===== src/rtl/load_store_unit.sv =====
// Load/store unit: byte/half/word accesses to a 32-bit word memory, misaligned accesses split over two words.
// Latency: response strobe two cycles after accept (three when the access spans two words).
// Backpressure: req_ready is high only while idle; one request in flight at a time.
module load_store_unit #(
  parameter int MEM_WORDS = 128
) (
  input  logic        clk,
  input  logic        rst,
  input  logic        req_valid,
  output logic        req_ready,
  input  logic        req_we,
  input  logic [2:0]  req_funct3,
  input  logic [31:0] req_addr,
  input  logic [31:0] req_wdata,
  output logic        rsp_valid,
  output logic [31:0] rsp_rdata,
  output logic        rsp_err,
  output logic [31:0] mem_addr,
  output logic [3:0]  mem_we,
  output logic [31:0] mem_wdata,
  input  logic [31:0] mem_rdata
);

  typedef enum logic [1:0] {IDLE, ACC1, ACC2, RESP} state_t;

  // Word indices are 30 bits; widen by one so the bound compare cannot wrap.
  localparam logic [30:0] MEM_LIM = 31'(MEM_WORDS);

  state_t      state_q;
  logic        we_q;
  logic [2:0]  funct3_q;
  logic [1:0]  off_q;
  logic [31:0] wdata_q;
  logic [29:0] word0_q;
  logic [29:0] word1_q;
  logic        split_q;
  logic        err_q;
  logic [7:0]  lane_mask_q;
  logic [31:0] lo_q;
  logic        rsp_valid_q;
  logic [31:0] rsp_rdata_q;
  logic        rsp_err_q;

  // Request decode, evaluated on the request inputs at capture time.
  logic [2:0]  size_d;
  logic [2:0]  span_d;
  logic        split_d;
  logic [29:0] word0_d;
  logic [29:0] word1_d;
  logic        bad_f3_d;
  logic        bad_store_d;
  logic        oob_d;
  logic        err_d;
  logic [7:0]  lane_mask_d;
  logic [31:0] wdata_rot;

  // Extract the addressed bytes from the {hi,lo} pair and extend per funct3.
  function automatic logic [31:0] load_fmt(input logic [31:0] hi, input logic [31:0] lo,
                                           input logic [1:0] off, input logic [2:0] f3);
    logic [31:0] s;
    s = 32'({hi, lo} >> {off, 3'b000});
    case (f3)
      3'b000:  return {{24{s[7]}}, s[7:0]};
      3'b001:  return {{16{s[15]}}, s[15:0]};
      3'b100:  return {24'd0, s[7:0]};
      3'b101:  return {16'd0, s[15:0]};
      default: return s;
    endcase
  endfunction

  // Decode size, split, range and legality of the presented request.
  always_comb begin
    case (req_funct3[1:0])
      2'b00:   size_d = 3'd1;
      2'b01:   size_d = 3'd2;
      default: size_d = 3'd4;
    endcase
    span_d      = {1'b0, req_addr[1:0]} + size_d;
    split_d     = (span_d > 3'd4);
    word0_d     = req_addr[31:2];
    word1_d     = word0_d + 30'd1;
    bad_f3_d    = (req_funct3 == 3'b011) || (req_funct3 == 3'b110) || (req_funct3 == 3'b111);
    bad_store_d = req_we && ((req_funct3 == 3'b100) || (req_funct3 == 3'b101));
    // word1 only matters when split; a wrapping word1 implies word0 is already out of range.
    oob_d       = ({1'b0, word0_d} >= MEM_LIM) || (split_d && ({1'b0, word1_d} >= MEM_LIM));
    err_d       = bad_f3_d || bad_store_d || oob_d;
    // Low nibble = lanes in word0, high nibble = lanes spilling into word1.
    lane_mask_d = ((8'd1 << size_d) - 8'd1) << req_addr[1:0];
  end

  // Rotate store data so byte 0 lands in lane off_q; wrapped bytes feed word1.
  always_comb begin
    case (off_q)
      2'd0:    wdata_rot = wdata_q;
      2'd1:    wdata_rot = {wdata_q[23:0], wdata_q[31:24]};
      2'd2:    wdata_rot = {wdata_q[15:0], wdata_q[31:16]};
      default: wdata_rot = {wdata_q[7:0],  wdata_q[31:8]};
    endcase
  end

  // Memory port drive from the current state; reset forces write enables off immediately.
  always_comb begin
    req_ready = (state_q == IDLE);
    mem_addr  = 32'd0;
    mem_we    = 4'b0000;
    mem_wdata = 32'd0;
    case (state_q)
      ACC1: begin
        mem_addr  = {2'b00, word0_q};
        mem_wdata = wdata_rot;
        if (we_q && !err_q) mem_we = lane_mask_q[3:0];
      end
      ACC2: begin
        mem_addr  = {2'b00, word1_q};
        mem_wdata = wdata_rot;
        if (we_q && !err_q) mem_we = lane_mask_q[7:4];
      end
      default: ;
    endcase
    if (rst) mem_we = 4'b0000;
  end

  // Access sequencer: capture, one or two memory beats, single-cycle response.
  always_ff @(posedge clk) begin
    if (rst) begin
      state_q     <= IDLE;
      we_q        <= 1'b0;
      funct3_q    <= 3'd0;
      off_q       <= 2'd0;
      wdata_q     <= 32'd0;
      word0_q     <= 30'd0;
      word1_q     <= 30'd0;
      split_q     <= 1'b0;
      err_q       <= 1'b0;
      lane_mask_q <= 8'd0;
      lo_q        <= 32'd0;
      rsp_valid_q <= 1'b0;
      rsp_rdata_q <= 32'd0;
      rsp_err_q   <= 1'b0;
    end else begin
      case (state_q)
        IDLE: begin
          if (req_valid) begin
            we_q        <= req_we;
            funct3_q    <= req_funct3;
            off_q       <= req_addr[1:0];
            wdata_q     <= req_wdata;
            word0_q     <= word0_d;
            word1_q     <= word1_d;
            split_q     <= split_d;
            err_q       <= err_d;
            lane_mask_q <= lane_mask_d;
            state_q     <= ACC1;
          end
        end
        ACC1: begin
          lo_q <= mem_rdata;
          if (split_q && !err_q) begin
            state_q <= ACC2;
          end else begin
            state_q     <= RESP;
            rsp_valid_q <= 1'b1;
            rsp_err_q   <= err_q;
            rsp_rdata_q <= (we_q || err_q) ? 32'd0 : load_fmt(32'd0, mem_rdata, off_q, funct3_q);
          end
        end
        ACC2: begin
          state_q     <= RESP;
          rsp_valid_q <= 1'b1;
          rsp_err_q   <= 1'b0;
          rsp_rdata_q <= we_q ? 32'd0 : load_fmt(mem_rdata, lo_q, off_q, funct3_q);
        end
        RESP: begin
          rsp_valid_q <= 1'b0;
          state_q     <= IDLE;
        end
        default: state_q <= IDLE;
      endcase
    end
  end

  assign rsp_valid = rsp_valid_q;
  assign rsp_rdata = rsp_rdata_q;
  assign rsp_err   = rsp_err_q;

endmodule


===== config.mk =====
export PLATFORM = sky130hd
export DESIGN_NAME = load_store_unit
export DESIGN_NICKNAME = d
export VERILOG_FILES = /design/src/rtl/load_store_unit.sv
export SDC_FILE = /design/constraint.sdc
export NUM_CORES = 1
export LEC_CHECK = 0
export CAP_MARGIN = 40
export CORE_AREA = 8 8 158 174
export CTS_CLUSTER_DIAMETER = 30
export DETAILED_ROUTE_END_ITERATION = 8
export DIE_AREA = 0 0 166 182
export GPL_TIMING_DRIVEN = 0
export MAX_ROUTING_LAYER = met4
export PLACE_DENSITY = 0.77
export SYNTH_ARGS = -nofsm -noshare
export SYNTH_HDL_FRONTEND = slang
export SYNTH_SLANG_ARGS = --single-unit

===== constraint.sdc =====
create_clock -name clk -period 2.4 [get_ports clk]
set_clock_uncertainty 0.05 [all_clocks]
set_input_delay 0.6 -clock clk [delete_from_list [all_inputs] [get_ports clk]]
set_output_delay 0.6 -clock clk [all_outputs]
set_load 0.005 [all_outputs]

==> flow_summary.toml <==
[status]
status = "finished with violations"
violations = "negative setup slack"

[sta]
min_period_ns = 2.63
relSlewSlack = 0.388
tightest_slew_ns = 0.915
hold_violations = 0
drv_slew = 0
fin_crit_sh = 1.09
fmax_ghz = 0.381
setup_slack_ns = -0.227
setup_viol = 66
grt_setup_unrepaired = "yes"

[layout]
drive_gt1_frac = 0.264
final_common_cell = "dfxtp_1"
mostFrequentLayoutCells = "172 x dfxtp_1, 171 x nand2_1, 113 x clkdlybuf4s50_1, 108 x a21oi_1, 105 x nor2_1"
fin_nets = 1565
multiInputGateArea_um2 = 6700
synthToLayoutAreaGrowth_pct = 44.7
seq_area_um2 = 3540
fillCellCount = 2005
final_util = 0.601

[place]
hpwl_um = 28700
gp_congestion = 1.03
portBuffers = 199

[logic_synthesis]
syn_inst = 1178
synth_edf_count = 0
yosys.area.top_type_share = 0.347
postSynthRegisterBits = 176
synth_cell_types = 56
synth_area_um2 = 10100
synth_top_area_cell = "dfxtp_1"
synth_area_leaders = "dfxtp_1 35%, mux4_2 11%, nand2_1 6.3%"
async_reset_ff_frac = 0
syn_area_per_cell_um2 = 8.61
ys_seq_area_frac = 0.347
synth-main-ff-cell = "dfxtp_1"
yosys_warnings = 0

[global_route]
grt_pass1_vias = 11100
grt_pass1_wl_um = 63500
overflow = 0
grt_max_degree = 17
grt_usage = 0.273
antenna_found_initial = 3

[critical_path]
path_max_fanout = 5
endpoint_kind = "output pin"
worstPathRequired_ns = 1.75
crit_chain = "buf_6 > buf_12 > buf_12 > buf_12 > buf_12 > mux4_2 > and2_4 > buf_6"
cpMaxStageDelayCell = "dfxtp_2"
critPathTopFamily = "buffers and inverters"
path_buf_inv = 6
crit_path_start = "off_q[0]$_SDFFE_PP0P_"
start_kind = "flop"
cp_data_arrival_time_ns = 1.98
rr_startpoint = "state_q[0]$_SDFFE_PP0P_"
path_common_cell = "buf_12"
cpPeakStageDelay_ns = 0.33
critical_path_class = "flop to output pin"

[power]
power.share.sequential = 0.290
powerDensity_nw_per_um2 = 1030
cellInternalPower_uw = 9270
pwr-share-clk = 0.196
comb_power_share = 0.514
p_total_uw = 15100
p_sw_frac = 0.386
p_sw_uw = 5830
p_leak_uw = 0.00532
ir_worst_vdd_v = 0.000558

[floorplan]
num_io_pins = 206
rows = 60
core-area_um2 = 24400
dieArea_um2 = 30200
die_y_um = 182
start_util = 0.416
fp.dieW_um = 166

[run]
cap_violations = 0

[clocking]
cts_sinks = 176
clock_latency_ns = 0.44
cts_buffer_depth = 2
cts_tree = "done"
htree_num_levels = 4
clk_pin_slew_ns = 0.07
root_buffer = "clkbuf_16"
cts_inserted_buffers = 17

[route]
remaining_drc_errors = 0
wirelength_um = 42600
dr.pass1.iters = 6
wire_per_inst_um = 24.0
vias = 11000
antenna_left = 0
drt_iter0_drc = 1264
via_per_inst = 6.21

[worst_hold_path]
hold_class = "flop to flop"
min_from = "word0_q[7]$_SDFFE_PP0P_"
==> tightest hold or removal path: cells and delay by family (launching register included) <==
| kind | cells | cell delay, ns |
|---|---|---|
| flip-flops | 1 | 0.32 |
| AND/OR/NAND/NOR | 1 | 0.05 |
| AO/OA/AOI/OAI | 1 | 0.05 |
==> routing by layer <==
| metal | GRT usage | vias up | wire length, um | part of all wire |
|---|---|---|---|---|
| li1 | - | 4826 | - | - |
| met1 | 0.313 | 5253 | 16100 | 0.38 |
| met2 | 0.447 | 762 | 20100 | 0.47 |
| met3 | 0.0544 | 196 | 3730 | 0.088 |
| met4 | 0.149 | 0 | 2670 | 0.063 |
| met5 | - | - | 0 | 0 |
==> state kept, by name (all words and copies together) (netlist names) <==
register and cells:
funct3_q 3, lane_mask_q 8, wdata_q 32, split_q 1, off_q 2, rsp_rdata 32, lo_q 32, rsp_err 1
err_q 1, word1_q 30, word0_q 30, state_q 2, rsp_valid 1, we_q 1
==> stage by stage <==
step	cell area [um2]	cells	setup WS [ns]	hold slack, ns	setup TNS [ns]
floorplan	10200	1179	-0.0630	0.386	-0.567
detailed placement	12600	1690	-1.24	0.400	-105.51
finish	14700	1777	-0.227	0.413	-8.85
global route	14700	1776	-0.270	0.426	-12.03
CTS	14200	1761	-0.227	0.411	-7.56
global placement	12500	1688	-1.20	0.392	-104.13
==> cell usage after synthesis, types with 9 or more instances <==
cell	instances
nor2b_1	54
mux2i_1	50
mux2_2	10
buf_2	13
nand2_1	171
nand3_1	14
dfxtp_1	176
nor3_1	17
clkbuf_1	80
and2_1	38
ha_1	11
buf_1	14
a211oi_1	58
nand4_1	9
a221oi_1	9
a21oi_1	109
nor4_1	12
a22oi_1	35
a32oi_1	16
mux4_2	50
nor2_1	110
xnor2_1	17
o21ai_0	20
==> cells by family after synthesis <==
group | Yosys count | share of synthesized area
AO/OA/AOI/OAI | 276 | 0.180
multiplexers | 110 | 0.171
adder cells (fa/ha/maj) | 12 | 0.0155
buffers and inverters | 119 | 0.0479
flip-flops | 176 | 0.347
other | 1 | 0.000370
XOR/XNOR | 25 | 0.0216
AND/OR/NAND/NOR | 459 | 0.215
==> power groups by stage <==
stage,combinational [uW],clock [uW],sequential (uW)
6_report,7760,2960,4380
5_1_grt,8200,3090,4450
3_3_place_gp,5560,0,4270
4_1_cts,7220,2950,4310
3_5_place_dp,5660,0,4320
2_1_floorplan,3460,0,4160
==> path summary, 6_finish.rpt <==
path	end	slack (ns)	cells after the start
setup reg to reg	rsp_rdata[26]$_SDFFE_PP0P_	0.02	10
hold reg to reg	word0_q[7]$_SDFFE_PP0P_	0.41	2
setup / recovery	mem_wdata[7]	-0.23	8
hold / removal	word0_q[7]$_SDFFE_PP0P_	0.41	2
==> final cells by class <==
type	instances	share of cell area
clock inverter	14	0.0122
inverter	7	0.00230
timing repair buffer	263	0.175
tap	310	0.0264
clock buffer	18	0.0292
sequential	176	0.241
buffer	101	0.0571
antenna	4	0.000682
multi-input combinational	884	0.456
==> what timing repair did <==
action                                  4_1_cts  5_1_grt
cloned                                        6        3
endpoints found under the setup margin      160      136
resized for setup                           524       88
setup buffers                                38       19
pin swaps                                    54       17
hold buffers                                  0        0
Power figures use the tool's default switching activity.
==> RTL change, RTL diff (same flow settings) <==
Re-encode `state_t` (4 states) as one-hot, 4 bits wide.
--- a/src/rtl/load_store_unit.sv
+++ b/src/rtl/load_store_unit.sv
@@ -21,7 +21,7 @@
   input  logic [31:0] mem_rdata
 );
 
-  typedef enum logic [1:0] {IDLE, ACC1, ACC2, RESP} state_t;
+  typedef enum logic [3:0] {IDLE = 4'b0001, ACC1 = 4'b0010, ACC2 = 4'b0100, RESP = 4'b1000} state_t;
 
   // Word indices are 30 bits; widen by one so the bound compare cannot wrap.
   localparam logic [30:0] MEM_LIM = 31'(MEM_WORDS);
Function: same outputs for any inputs over 4 cycles, from zero or initial values and one cycle with rst high; so few cycles prove little.
==> RTL change against the unedited design <==
- the run still ends with setup timing left
- area after synthesis is 0.90% higher
- sequential cell count is 2 higher
- cell area is 4.4% lower
- worst hold slack worse by 0.0077 ns
- maximum frequency is 1.2% higher
- setup slack better by 0.031 ns
- routed wire length is 3.7% lower
- highest routed layer unchanged
Power is not compared: it rests on default switching activity, and its combinational part moved more than twofold at a synthesized area within 25%.
==> RTL change: results (changes against the unedited design) <==
[place]
place_area_um2 = 12600  ; +0.34%
gp_congestion = 0.946  ; -7.7%
port-buffer-count = 198  ; -0.50%
dpl.hpwl_um = 28400  ; -1.0%

[worst_setup_path]
crit_fanout = 7  ; +2
arrival_ns = 1.95  ; -0.03 ns
slowest_delay_ns = 0.36  ; +0.03 ns
worst_path_max_delay_cell = dfxtp_4

[clock_network]
cts_root_buffer = clkbuf_16
cts.clk_slew.worst_paths_ns = 0.07  ; about the same
numCtsBuffers = 17  ; unchanged
htree_levels = 4  ; unchanged

[power]
p_int_w = 0.00551
irDropWorstVdd_uv = 428

[routing]
wirelength_um = 41000  ; -3.7%
vias_per_cell = 6.11  ; -1.6%
initialDrtViolationCount = 1160  ; -8.2%
dr.pass1.iters = 7  ; +1

[status]
violations = setup timing
status = finished with violations

[synthesis]
yosysSeqAreaShare = 0.348  ; +0.000812
synth.distinct_cells = 68  ; +21%
synth.cells.most_frequent = nand2_1, dfxtp_1, a21oi_1
synth.area.top_cells = dfxtp_1, mux4_2, nand2_1
yosys_warnings = 0  ; unchanged

[cells_and_area]
fin_nets = 1568  ; +0.19%
drive_gt1_frac = 0.220  ; -0.0434

[min_path]
hold_class = flip-flop to flip-flop

[global_route]
grt_max_degree = 20  ; +3
grt_pass1_wl_um = 62500  ; -1.6%
grt_pass1_vias = 10800  ; -2.5%
antenna_found_initial = 1  ; -2
track_usage = 0.269  ; -0.00399

[sta]
fin_ws_ns = -0.196  ; +0.0312 ns
max_slew_margin = 0.435  ; +0.0475
final-setup-viol-count = 66  ; unchanged
fin_setup_tns_ns = -8.63  ; +0.215 ns

-- RTL change: cell types whose count changed in the layout (fill, tap and decap cells not counted), sizes merged, moves of 25 or more --
| cell | before | now |
|---|---|---|
| nor2 | 110 | 52 |
| a21oi | 109 | 149 |
| nand2 | 172 | 231 |
| and2 | 38 | 1 |
| a211oi | 58 | 12 |
| o21ai | 20 | 45 |
| a22o | 0 | 44 |
-- RTL change: cells by family after synthesis --
group	count (synthesis)	share of synthesized area
simple gates	435	0.209
mux	114	0.161
compound gates	315	0.196
flops	178	0.348
fa+ha+maj	7	0.00929
xor+xnor	27	0.0231
buf+inv	120	0.0531
other cells	1	0.000366
-- RTL change: routing by layer --
metal / wire length (um) / vias up / share of wire / global-route usage
met5: 0 / - / 0 / -
met4: 1790 / 0 / 0.044 / 0.117
met3: 4040 / 153 / 0.099 / 0.0581
met2: 19500 / 730 / 0.48 / 0.443
met1: 15700 / 5158 / 0.38 / 0.314
li1: - / 4848 / - / -
-- RTL change: power groups by stage --
stage	registers (W)	clock network, W	logic (W)
6_report	0.00326	0.00290	0.00165
5_1_grt	0.00328	0.00303	0.00175
4_1_cts	0.00325	0.00289	0.00158
3_5_place_dp	0.00331	0	0.00144
3_3_place_gp	0.00330	0	0.00142
2_1_floorplan	0.00327	0	0.000873
-- RTL change: worst paths after layout --
| kind | depth (start not counted) | endpoint | slack [ns] | from |
|---|---|---|---|---|
| max | 7 | mem_wdata[8] | -0.20 | state_q[1]$_SDFFE_PP0P_ |
| min | 2 | word0_q[6]$_SDFFE_PP0P_ | 0.41 | word0_q[6]$_SDFFE_PP0P_ |
| max reg2reg | 8 | lo_q[26]$_SDFFE_PP0P_ | 0.11 | state_q[1]$_SDFFE_PP0P_ |
| min reg2reg | 2 | word0_q[6]$_SDFFE_PP0P_ | 0.41 | word0_q[6]$_SDFFE_PP0P_ |
-- RTL change: cell type report --
class,instances,area [um2]
diodes,1,2.50
plain buffers,104,820
clock buffers,21,480
clock inverters,10,124
fillers,2087,10400
inverters,10,37.5
multi-input cells,900,6430
flip-flops and latches,178,3580
well taps,310,388
repair buffers,247,2170
-- RTL change: timing repair --
item | in CTS | in global routing
gates cloned | 6 | 3
resized for setup | 414 | 43
pin swaps | 29 | 16
setup endpoints to repair | 97 | 96
buffers inserted | 34 | 9
-- RTL change: worst min-delay path: stages, from the launching register on --
cell and delay [ns]:
dfxtp_1 0.31, nand2_1 0.05, a21oi_1 0.05
-- RTL change: stage by stage --
step / setup slack [ns] / instances
after floorplan: 0.0556 / 1198
after global placement: -0.844 / 1706
after detailed placement: -0.814 / 1706
after CTS: -0.221 / 1775
after global routing: -0.265 / 1781
final: -0.196 / 1781
